$ cat src/rtl/dsram_axi_bridge_if.sv
// ============================================================================
// dsram_axi_bridge_if : CPU data_sram request port plus single-beat AXI3 bus
// Rev 1.0 : initial release
// ============================================================================
`default_nettype none

interface dsram_axi_bridge_if;
  // CPU side
  logic        flush;
  logic        req_hold;
  logic        data_sram_en;
  logic [3:0]  data_sram_wen;
  logic [31:0] data_sram_addr;
  logic [31:0] data_sram_wdata;
  logic [31:0] data_sram_rdata;
  logic        stallreq;
  // AXI read address / data
  logic [3:0]  arid;
  logic [31:0] araddr;
  logic [3:0]  arlen;
  logic [2:0]  arsize;
  logic [1:0]  arburst;
  logic        arvalid;
  logic        arready;
  logic [3:0]  rid;
  logic [31:0] rdata;
  logic [1:0]  rresp;
  logic        rlast;
  logic        rvalid;
  logic        rready;
  // AXI write address / data / response
  logic [3:0]  awid;
  logic [31:0] awaddr;
  logic [3:0]  awlen;
  logic [2:0]  awsize;
  logic [1:0]  awburst;
  logic        awvalid;
  logic        awready;
  logic [3:0]  wid;
  logic [31:0] wdata;
  logic [3:0]  wstrb;
  logic        wlast;
  logic        wvalid;
  logic        wready;
  logic [3:0]  bid;
  logic [1:0]  bresp;
  logic        bvalid;
  logic        bready;

  // The bridge is the AXI master and the responder to the CPU port.
  modport master (
    input  flush, req_hold, data_sram_en, data_sram_wen, data_sram_addr, data_sram_wdata,
    output data_sram_rdata, stallreq,
    output arid, araddr, arlen, arsize, arburst, arvalid,
    input  arready,
    input  rid, rdata, rresp, rlast, rvalid,
    output rready,
    output awid, awaddr, awlen, awsize, awburst, awvalid,
    input  awready,
    output wid, wdata, wstrb, wlast, wvalid,
    input  wready,
    input  bid, bresp, bvalid,
    output bready
  );

  modport slave (
    output flush, req_hold, data_sram_en, data_sram_wen, data_sram_addr, data_sram_wdata,
    input  data_sram_rdata, stallreq,
    input  arid, araddr, arlen, arsize, arburst, arvalid,
    output arready,
    output rid, rdata, rresp, rlast, rvalid,
    input  rready,
    input  awid, awaddr, awlen, awsize, awburst, awvalid,
    output awready,
    input  wid, wdata, wstrb, wlast, wvalid,
    output wready,
    output bid, bresp, bvalid,
    input  bready
  );
endinterface

`default_nettype wire

$ cat src/rtl/dsram_axi_bridge.sv
// ============================================================================
// dsram_axi_bridge : turns each CPU data_sram request into one single-beat AXI3
// read or write, stalling the pipeline until it completes.
// Optional macro DSRAM_WRITE_POST_EN : writes complete without waiting for B.
// Rev 1.0 : initial release
// ============================================================================
`default_nettype none

module dsram_axi_bridge #(
  parameter logic [3:0] AXI_ID = 4'd1
) (
  input  wire logic          clk,
  input  wire logic          rst,
  dsram_axi_bridge_if.master bus
);

  typedef enum logic [2:0] {
    S_IDLE  = 3'd0,
    S_RD_A  = 3'd1,
    S_RD_D  = 3'd2,
    S_WR_AW = 3'd3,
    S_WR_B  = 3'd4,
    S_DONE  = 3'd5
  } state_t;

  state_t      r_state;
  logic [29:0] r_addr;
  logic [3:0]  r_wen;
  logic [31:0] r_wdata;
  logic [31:0] r_rdata;
  logic        r_arvalid;
  logic        r_rready;
  logic        r_awvalid;
  logic        r_wvalid;
  logic        r_bready;
  logic        r_cancel;

  logic w_accept;
  logic w_busy;
  logic w_cancel;
  logic w_aw_done;
  logic w_w_done;
  logic w_unused;

`ifdef DSRAM_WRITE_POST_EN
  logic r_b_pending;
  // A posted write still owes its B response; hold off new requests until it lands.
  assign w_accept = bus.data_sram_en & ~bus.flush & ~r_b_pending;
`else
  assign w_accept = bus.data_sram_en & ~bus.flush;
`endif

  assign w_busy    = (r_state == S_RD_A) | (r_state == S_RD_D) |
                     (r_state == S_WR_AW) | (r_state == S_WR_B);
  assign w_cancel  = r_cancel | bus.flush;
  assign w_aw_done = ~r_awvalid | bus.awready;
  assign w_w_done  = ~r_wvalid | bus.wready;

  assign bus.stallreq = ((r_state == S_IDLE) & bus.data_sram_en & ~bus.flush) | w_busy;
  assign bus.data_sram_rdata = r_rdata;

  assign bus.arid    = AXI_ID;
  assign bus.araddr  = {r_addr, 2'b00};
  assign bus.arlen   = 4'd0;
  assign bus.arsize  = 3'b010;
  assign bus.arburst = 2'b01;
  assign bus.arvalid = r_arvalid;
  assign bus.rready  = r_rready;

  assign bus.awid    = AXI_ID;
  assign bus.awaddr  = {r_addr, 2'b00};
  assign bus.awlen   = 4'd0;
  assign bus.awsize  = 3'b010;
  assign bus.awburst = 2'b01;
  assign bus.awvalid = r_awvalid;
  assign bus.wid     = AXI_ID;
  assign bus.wdata   = r_wdata;
  assign bus.wstrb   = r_wen;
  assign bus.wlast   = 1'b1;
  assign bus.wvalid  = r_wvalid;
  assign bus.bready  = r_bready;

  // Response IDs/status and the byte offset carry no information for this bridge.
  assign w_unused = ^{bus.rid, bus.rresp, bus.rlast, bus.bid, bus.bresp, bus.data_sram_addr[1:0]};

  always_ff @(posedge clk) begin
    if (rst) begin
      r_state   <= S_IDLE;
      r_addr    <= '0;
      r_wen     <= '0;
      r_wdata   <= '0;
      r_rdata   <= '0;
      r_arvalid <= 1'b0;
      r_rready  <= 1'b0;
      r_awvalid <= 1'b0;
      r_wvalid  <= 1'b0;
      r_bready  <= 1'b0;
      r_cancel  <= 1'b0;
`ifdef DSRAM_WRITE_POST_EN
      r_b_pending <= 1'b0;
`endif
    end else begin
`ifdef DSRAM_WRITE_POST_EN
      if (r_b_pending && bus.bvalid) begin
        r_b_pending <= 1'b0;
        r_bready    <= 1'b0;
      end
`endif
      // A flush never aborts the bus transaction; it only discards the result.
      if (w_busy && bus.flush) begin
        r_cancel <= 1'b1;
      end

      case (r_state)
        S_IDLE: begin
          r_cancel <= 1'b0;
          if (w_accept) begin
            r_addr  <= bus.data_sram_addr[31:2];
            r_wen   <= bus.data_sram_wen;
            r_wdata <= bus.data_sram_wdata;
            if (bus.data_sram_wen == 4'b0000) begin
              r_arvalid <= 1'b1;
              r_state   <= S_RD_A;
            end else begin
              r_awvalid <= 1'b1;
              r_wvalid  <= 1'b1;
              r_state   <= S_WR_AW;
            end
          end
        end

        S_RD_A: begin
          if (bus.arready) begin
            r_arvalid <= 1'b0;
            r_rready  <= 1'b1;
            r_state   <= S_RD_D;
          end
        end

        S_RD_D: begin
          if (bus.rvalid) begin
            r_rready <= 1'b0;
            if (w_cancel) begin
              r_cancel <= 1'b0;
              r_state  <= S_IDLE;
            end else begin
              r_rdata <= bus.rdata;
              r_state <= S_DONE;
            end
          end
        end

        S_WR_AW: begin
          // AW and W retire independently, in either order or together.
          if (bus.awready) begin
            r_awvalid <= 1'b0;
          end
          if (bus.wready) begin
            r_wvalid <= 1'b0;
          end
          if (w_aw_done && w_w_done) begin
`ifdef DSRAM_WRITE_POST_EN
            r_b_pending <= 1'b1;
            r_bready    <= 1'b1;
            if (w_cancel) begin
              r_cancel <= 1'b0;
              r_state  <= S_IDLE;
            end else begin
              r_state <= S_DONE;
            end
`else
            r_bready <= 1'b1;
            r_state  <= S_WR_B;
`endif
          end
        end

        S_WR_B: begin
          if (bus.bvalid) begin
            r_bready <= 1'b0;
            if (w_cancel) begin
              r_cancel <= 1'b0;
              r_state  <= S_IDLE;
            end else begin
              r_state <= S_DONE;
            end
          end
        end

        S_DONE: begin
          // The held request has already been serviced; wait for the pipeline to move on.
          if (!bus.req_hold) begin
            r_state <= S_IDLE;
          end
        end

        default: begin
          r_state <= S_IDLE;
        end
      endcase
    end
  end

endmodule

`default_nettype wire

$ cat src/flat_wrapper.sv
// flat-port wrapper written by rule: the top's interface ports become plain ports
module dsram_axi_bridge_flat 
#(
  parameter logic [3:0] AXI_ID = 4'd1
)
  (clk, rst, bus_flush, bus_req_hold, bus_data_sram_en, bus_data_sram_wen, bus_data_sram_addr, bus_data_sram_wdata, bus_data_sram_rdata, bus_stallreq, bus_arid, bus_araddr, bus_arlen, bus_arsize, bus_arburst, bus_arvalid, bus_arready, bus_rid, bus_rdata, bus_rresp, bus_rlast, bus_rvalid, bus_rready, bus_awid, bus_awaddr, bus_awlen, bus_awsize, bus_awburst, bus_awvalid, bus_awready, bus_wid, bus_wdata, bus_wstrb, bus_wlast, bus_wvalid, bus_wready, bus_bid, bus_bresp, bus_bvalid, bus_bready);
  dsram_axi_bridge_if bus_i ();
  input  wire logic clk;
  input  wire logic rst;
  input wire logic [$bits(bus_i.flush)-1:0] bus_flush;
  input wire logic [$bits(bus_i.req_hold)-1:0] bus_req_hold;
  input wire logic [$bits(bus_i.data_sram_en)-1:0] bus_data_sram_en;
  input wire logic [$bits(bus_i.data_sram_wen)-1:0] bus_data_sram_wen;
  input wire logic [$bits(bus_i.data_sram_addr)-1:0] bus_data_sram_addr;
  input wire logic [$bits(bus_i.data_sram_wdata)-1:0] bus_data_sram_wdata;
  output wire logic [$bits(bus_i.data_sram_rdata)-1:0] bus_data_sram_rdata;
  output wire logic [$bits(bus_i.stallreq)-1:0] bus_stallreq;
  output wire logic [$bits(bus_i.arid)-1:0] bus_arid;
  output wire logic [$bits(bus_i.araddr)-1:0] bus_araddr;
  output wire logic [$bits(bus_i.arlen)-1:0] bus_arlen;
  output wire logic [$bits(bus_i.arsize)-1:0] bus_arsize;
  output wire logic [$bits(bus_i.arburst)-1:0] bus_arburst;
  output wire logic [$bits(bus_i.arvalid)-1:0] bus_arvalid;
  input wire logic [$bits(bus_i.arready)-1:0] bus_arready;
  input wire logic [$bits(bus_i.rid)-1:0] bus_rid;
  input wire logic [$bits(bus_i.rdata)-1:0] bus_rdata;
  input wire logic [$bits(bus_i.rresp)-1:0] bus_rresp;
  input wire logic [$bits(bus_i.rlast)-1:0] bus_rlast;
  input wire logic [$bits(bus_i.rvalid)-1:0] bus_rvalid;
  output wire logic [$bits(bus_i.rready)-1:0] bus_rready;
  output wire logic [$bits(bus_i.awid)-1:0] bus_awid;
  output wire logic [$bits(bus_i.awaddr)-1:0] bus_awaddr;
  output wire logic [$bits(bus_i.awlen)-1:0] bus_awlen;
  output wire logic [$bits(bus_i.awsize)-1:0] bus_awsize;
  output wire logic [$bits(bus_i.awburst)-1:0] bus_awburst;
  output wire logic [$bits(bus_i.awvalid)-1:0] bus_awvalid;
  input wire logic [$bits(bus_i.awready)-1:0] bus_awready;
  output wire logic [$bits(bus_i.wid)-1:0] bus_wid;
  output wire logic [$bits(bus_i.wdata)-1:0] bus_wdata;
  output wire logic [$bits(bus_i.wstrb)-1:0] bus_wstrb;
  output wire logic [$bits(bus_i.wlast)-1:0] bus_wlast;
  output wire logic [$bits(bus_i.wvalid)-1:0] bus_wvalid;
  input wire logic [$bits(bus_i.wready)-1:0] bus_wready;
  input wire logic [$bits(bus_i.bid)-1:0] bus_bid;
  input wire logic [$bits(bus_i.bresp)-1:0] bus_bresp;
  input wire logic [$bits(bus_i.bvalid)-1:0] bus_bvalid;
  output wire logic [$bits(bus_i.bready)-1:0] bus_bready;
  assign bus_i.flush = bus_flush;
  assign bus_i.req_hold = bus_req_hold;
  assign bus_i.data_sram_en = bus_data_sram_en;
  assign bus_i.data_sram_wen = bus_data_sram_wen;
  assign bus_i.data_sram_addr = bus_data_sram_addr;
  assign bus_i.data_sram_wdata = bus_data_sram_wdata;
  assign bus_data_sram_rdata = bus_i.data_sram_rdata;
  assign bus_stallreq = bus_i.stallreq;
  assign bus_arid = bus_i.arid;
  assign bus_araddr = bus_i.araddr;
  assign bus_arlen = bus_i.arlen;
  assign bus_arsize = bus_i.arsize;
  assign bus_arburst = bus_i.arburst;
  assign bus_arvalid = bus_i.arvalid;
  assign bus_i.arready = bus_arready;
  assign bus_i.rid = bus_rid;
  assign bus_i.rdata = bus_rdata;
  assign bus_i.rresp = bus_rresp;
  assign bus_i.rlast = bus_rlast;
  assign bus_i.rvalid = bus_rvalid;
  assign bus_rready = bus_i.rready;
  assign bus_awid = bus_i.awid;
  assign bus_awaddr = bus_i.awaddr;
  assign bus_awlen = bus_i.awlen;
  assign bus_awsize = bus_i.awsize;
  assign bus_awburst = bus_i.awburst;
  assign bus_awvalid = bus_i.awvalid;
  assign bus_i.awready = bus_awready;
  assign bus_wid = bus_i.wid;
  assign bus_wdata = bus_i.wdata;
  assign bus_wstrb = bus_i.wstrb;
  assign bus_wlast = bus_i.wlast;
  assign bus_wvalid = bus_i.wvalid;
  assign bus_i.wready = bus_wready;
  assign bus_i.bid = bus_bid;
  assign bus_i.bresp = bus_bresp;
  assign bus_i.bvalid = bus_bvalid;
  assign bus_bready = bus_i.bready;
  dsram_axi_bridge #(.AXI_ID(AXI_ID)) u_core (.clk(clk), .rst(rst), .bus(bus_i));
endmodule
$ cat config.mk
export PLATFORM = sky130hd
export DESIGN_NAME = dsram_axi_bridge_flat
export DESIGN_NICKNAME = d
export VERILOG_FILES = /design/src/rtl/dsram_axi_bridge_if.sv /design/src/rtl/dsram_axi_bridge.sv /design/src/flat_wrapper.sv
export SDC_FILE = /design/constraint.sdc
export NUM_CORES = 1
export LEC_CHECK = 0
export CAP_MARGIN = 20
export CORE_MARGIN = 4
export CORE_UTILIZATION = 36
export DETAILED_ROUTE_END_ITERATION = 10
export DONT_BUFFER_PORTS = 1
export PLACE_DENSITY_LB_ADDON = 0.1
export RECOVER_POWER = 100
export SYNTH_ARGS = -nofsm -noshare
export SYNTH_HDL_FRONTEND = slang
export SYNTH_SLANG_ARGS = --single-unit
$ cat constraint.sdc
create_clock -name clk -period 1.8 [get_ports clk]
set_clock_uncertainty 0.1 [all_clocks]
set_input_delay 0.54 -clock clk [delete_from_list [all_inputs] [get_ports clk]]
set_output_delay 0.54 -clock clk [all_outputs]
set_load 0.02 [all_outputs]
==> summary.md <==
| Metric | Value |
|---|---|
| Crit-path leading delay family | `simple AND/OR/NAND/NOR gates` |
| Pin count of the biggest net entering global routing | `108` |
| Least-Margin Pin Slew | `0.502 ns` |
| Placed insts | `666` |
| Clk buf depth | `2` |
| Synth Cell Area | `about 4400 um2` |
| Ys async rst share | `0%` |
| I/O pin count | `292` |
| Max-slew headroom | `66.5%` |
| Fin Hold WS | `0.157 ns` |
| Ys Warns | `0` |
| Grt ovf | `0` |
| Period utilization | `110%` |
| Syn_area_per_cell | `7.84 um2` |
| Outcome | `finished with violations` |
| N_diodes | `0` |
| P&R area growth vs syn | `3.29%` |
| Vias in the first global route | `3146` |
| WL final | `11.2 mm` |
| Grt met3 use | `under 10%` |
| Failing checks | `setup timing` |
| Initial Util | `between 30% and 40%` |
| CTS tree | `done` |
| First-pass GRT wire length | `17.2 mm` |
| Share of the synthesized area in the top cell type | `about half` |
| Comb power frac | `between 20% and 30%` |
| Most used routing layer | `met2` |
| Top post-synthesis cells by area | `dfxtp_1 (49%), nand2_1 (17%), buf_4 (12%)` |
| VDD IR-drop max | `~0.00052 V` |
| Lkg Pwr | `1.61 nW` |
| RSZ-0062 raised after global routing | `true` |
| Critical path required time | `roughly 1.2 ns` |
| Detailed Place HPWL | `around 8 mm` |
| Post-synth top cells | `nand2_1 (204), dfxtp_1 (107), a21oi_1 (102), buf_4 (69), clkbuf_1 (22)` |
| Site Rows | `40` |
| Number of detailed-route iterations in the first pass | `4` |
| Vias/cell | `4.89` |
| Avg WL per Cell | `16.4 um` |
| Crit path capture type | `output port` |
| Num Clock Sinks | `107` |
| Max H-tree Level | `3` |
| Met1 Usage GRT | `16.5%` |
| Crit-path max cell delay | `~0.36 ns` |
| DIE HEIGHT | `119 um` |
| WP data arrival | `1.33 ns` |
| NetSw | `0.00233 W` |
| Starting DRT DRC Count | `between 100 and 150` |
| Crit-path cells | `buf_6 -> nor4_4 -> or2_4` |
| Core area | `12000 um2` |
| Library cells used by synthesis | `32` |
| Via Count | `3327` |
| Sequential-to-total area share from yosys stat | `48.5%` |
| Die span in x | `119 um` |
| GPL Wtd Cong | `0.769` |
| Crit path time final | `1.97 ns` |
| Pwr per Cell Area | `1460 nW/um2` |
| Clk Latency, worst-skew pair | `about 0.34 ns` |
| Final instance count without filler cells | `681` |
| Cell taking the most area after synthesis | `dfxtp_1` |
| Clk network pwr share | `28.7%` |
| I/O Buffers | `0` |
| Sum Neg Setup Slack | `-0.171 ns` |
| GRT Total Usage | `between 15 and 20%` |
| Worst Path Max Fanout | `4` |
| Final Hold Viols | `0` |
| Final slew viol count | `0` |
| Worst Setup Start Kind | `register` |
| Synthesis-stage register bit count | `107` |
| Seq pwr share | `between 40% and 50%` |
| Fin nets | `652` |
| Number of synthesized flops with an enable pin | `0` |
| Switching Share | `35.1%` |
| Initial antenna violation count | `0` |
| CTS clk-pin slew, worst paths | `roughly 0.07 ns` |
| Power Internal | `0.00431 W` |
| DRC | `0` |
| Die ar. | `14100 um2` |
| CP bufs+invs | `1` |
| Count leader, synth | `nand2_1` |
| Slowest stage cell, crit path | `dfxtp_4` |
| Fraction of layout cells with a size suffix above 1 | `8.99%` |
| Critical path type | `register to output port` |
| Dpl cell area | `4290 um2` |
| Post-Layout Inst Area | `4560 um2` |
| Total CTS buffers | `9` |
| Worst Setup Slack, final | `-0.171 ns` |
| HP Class | `primary input to register` |
| Max Freq | `0.507 GHz` |
| Post-route ant nets | `0` |
| Clock root cell | `clkbuf_16` |
| Syn Inst Count | `563` |
| Main synth FF type | `dfxtp_1` |
| Max_cap viols | `0` |
| GRT met2 Usage | `roughly a quarter` |
| Setup-failing EPs final | `1` |
layout make-up:
class / instances / area, um2
fill: 1283 / 7450
sequential: 107 / 2150
multi-input combinational: 385 / 1740
clock buffer: 11 / 233
timing repair buffer: 23 / 189
tap: 147 / 184
clock inverter: 5 / 53.8
inverter: 3 / 11.3
through the flow:
stage / total power (W) / worst slack, ns / util, %
after CTS: 0.00686 / -0.202 / 38.3
after detailed placement: 0.00484 / -0.00411 / 35.7
after floorplan: 0.00453 / -0.109 / -
after global placement: 0.00482 / -0.00243 / 35.7
final: 0.00664 / -0.171 / 38.0
after global routing: 0.00707 / -0.246 / 38.0
layer usage:
metal,part of all wire [%],wire (um)
met1,37,4130
met4,1.4,158
met2,50,5620
met5,0,0
met3,11,1270
kinds of logic after synthesis:
logic type	count (synthesis)	synth area share [%]
and+or+nand+nor	231	20.9
AOI/OAI and AO/OA	116	14.8
DFF	107	48.5
buffers and inverters	104	15.0
other	2	0.170
adders and majority gates	1	0.227
xor gates and xnor gates	1	0.198
muxes	1	0.227
worst reg2reg max path, delay by kind of cell (launching register included):
family                 cells  cell delay (ns)
buffers and inverters      3             0.44
DFF                        1             0.37
and+or+nand+nor            4             0.66
AOI/OAI and AO/OA          1             0.12
repair_timing:
item | CTS | global route
resized for setup | 7 | 4
hold buffers | 0 | 0
pin swaps | 2 | 4
setup buffers | 1 | 0
endpoints found under the setup margin | 1 | 14
power groups by stage:
stage                     Clock (W)  Combinational (W)  Sequential, W
after floorplan                   0            0.00142        0.00311
after global placement            0            0.00151        0.00331
after detailed placement          0            0.00154        0.00331
after CTS                   0.00200            0.00159        0.00326
after global routing        0.00211            0.00166        0.00329
final                       0.00191            0.00148        0.00325
layout by cell type, fill, tap and decap left out, types with 3 or more instances in the layout:
cell type,instances
nand2b_1,3
clkinv_2,3
a21oi_1,102
dfxtp_1,104
nor2_1,13
nand2_1,203
conb_1,35
clkbuf_16,9
a311oi_2,3
clkbuf_1,5
inv_1,3
buf_4,15
registers in the layout, indices dropped and copies added (netlist names), 3 cells and up:
register                    count
u_core.bus.wdata               32
u_core.r_addr                  30
u_core.bus.wstrb                4
u_core.bus.data_sram_rdata     32
u_core.r_state                  3
final timing paths:
path | start | endpoint | slack, ns | cells after the start
max | u_core.r_state[1] | bus_stallreq | -0.17 | 3
min | rst | u_core.bus.data_sram_rdata[17] | 0.16 | 1
max reg2reg | u_core.r_state[1] | u_core.bus.data_sram_rdata[10] | 0.06 | 8
min reg2reg | u_core.r_cancel | u_core.r_cancel | 0.44 | 2
Power figures use the tool's default switching activity.
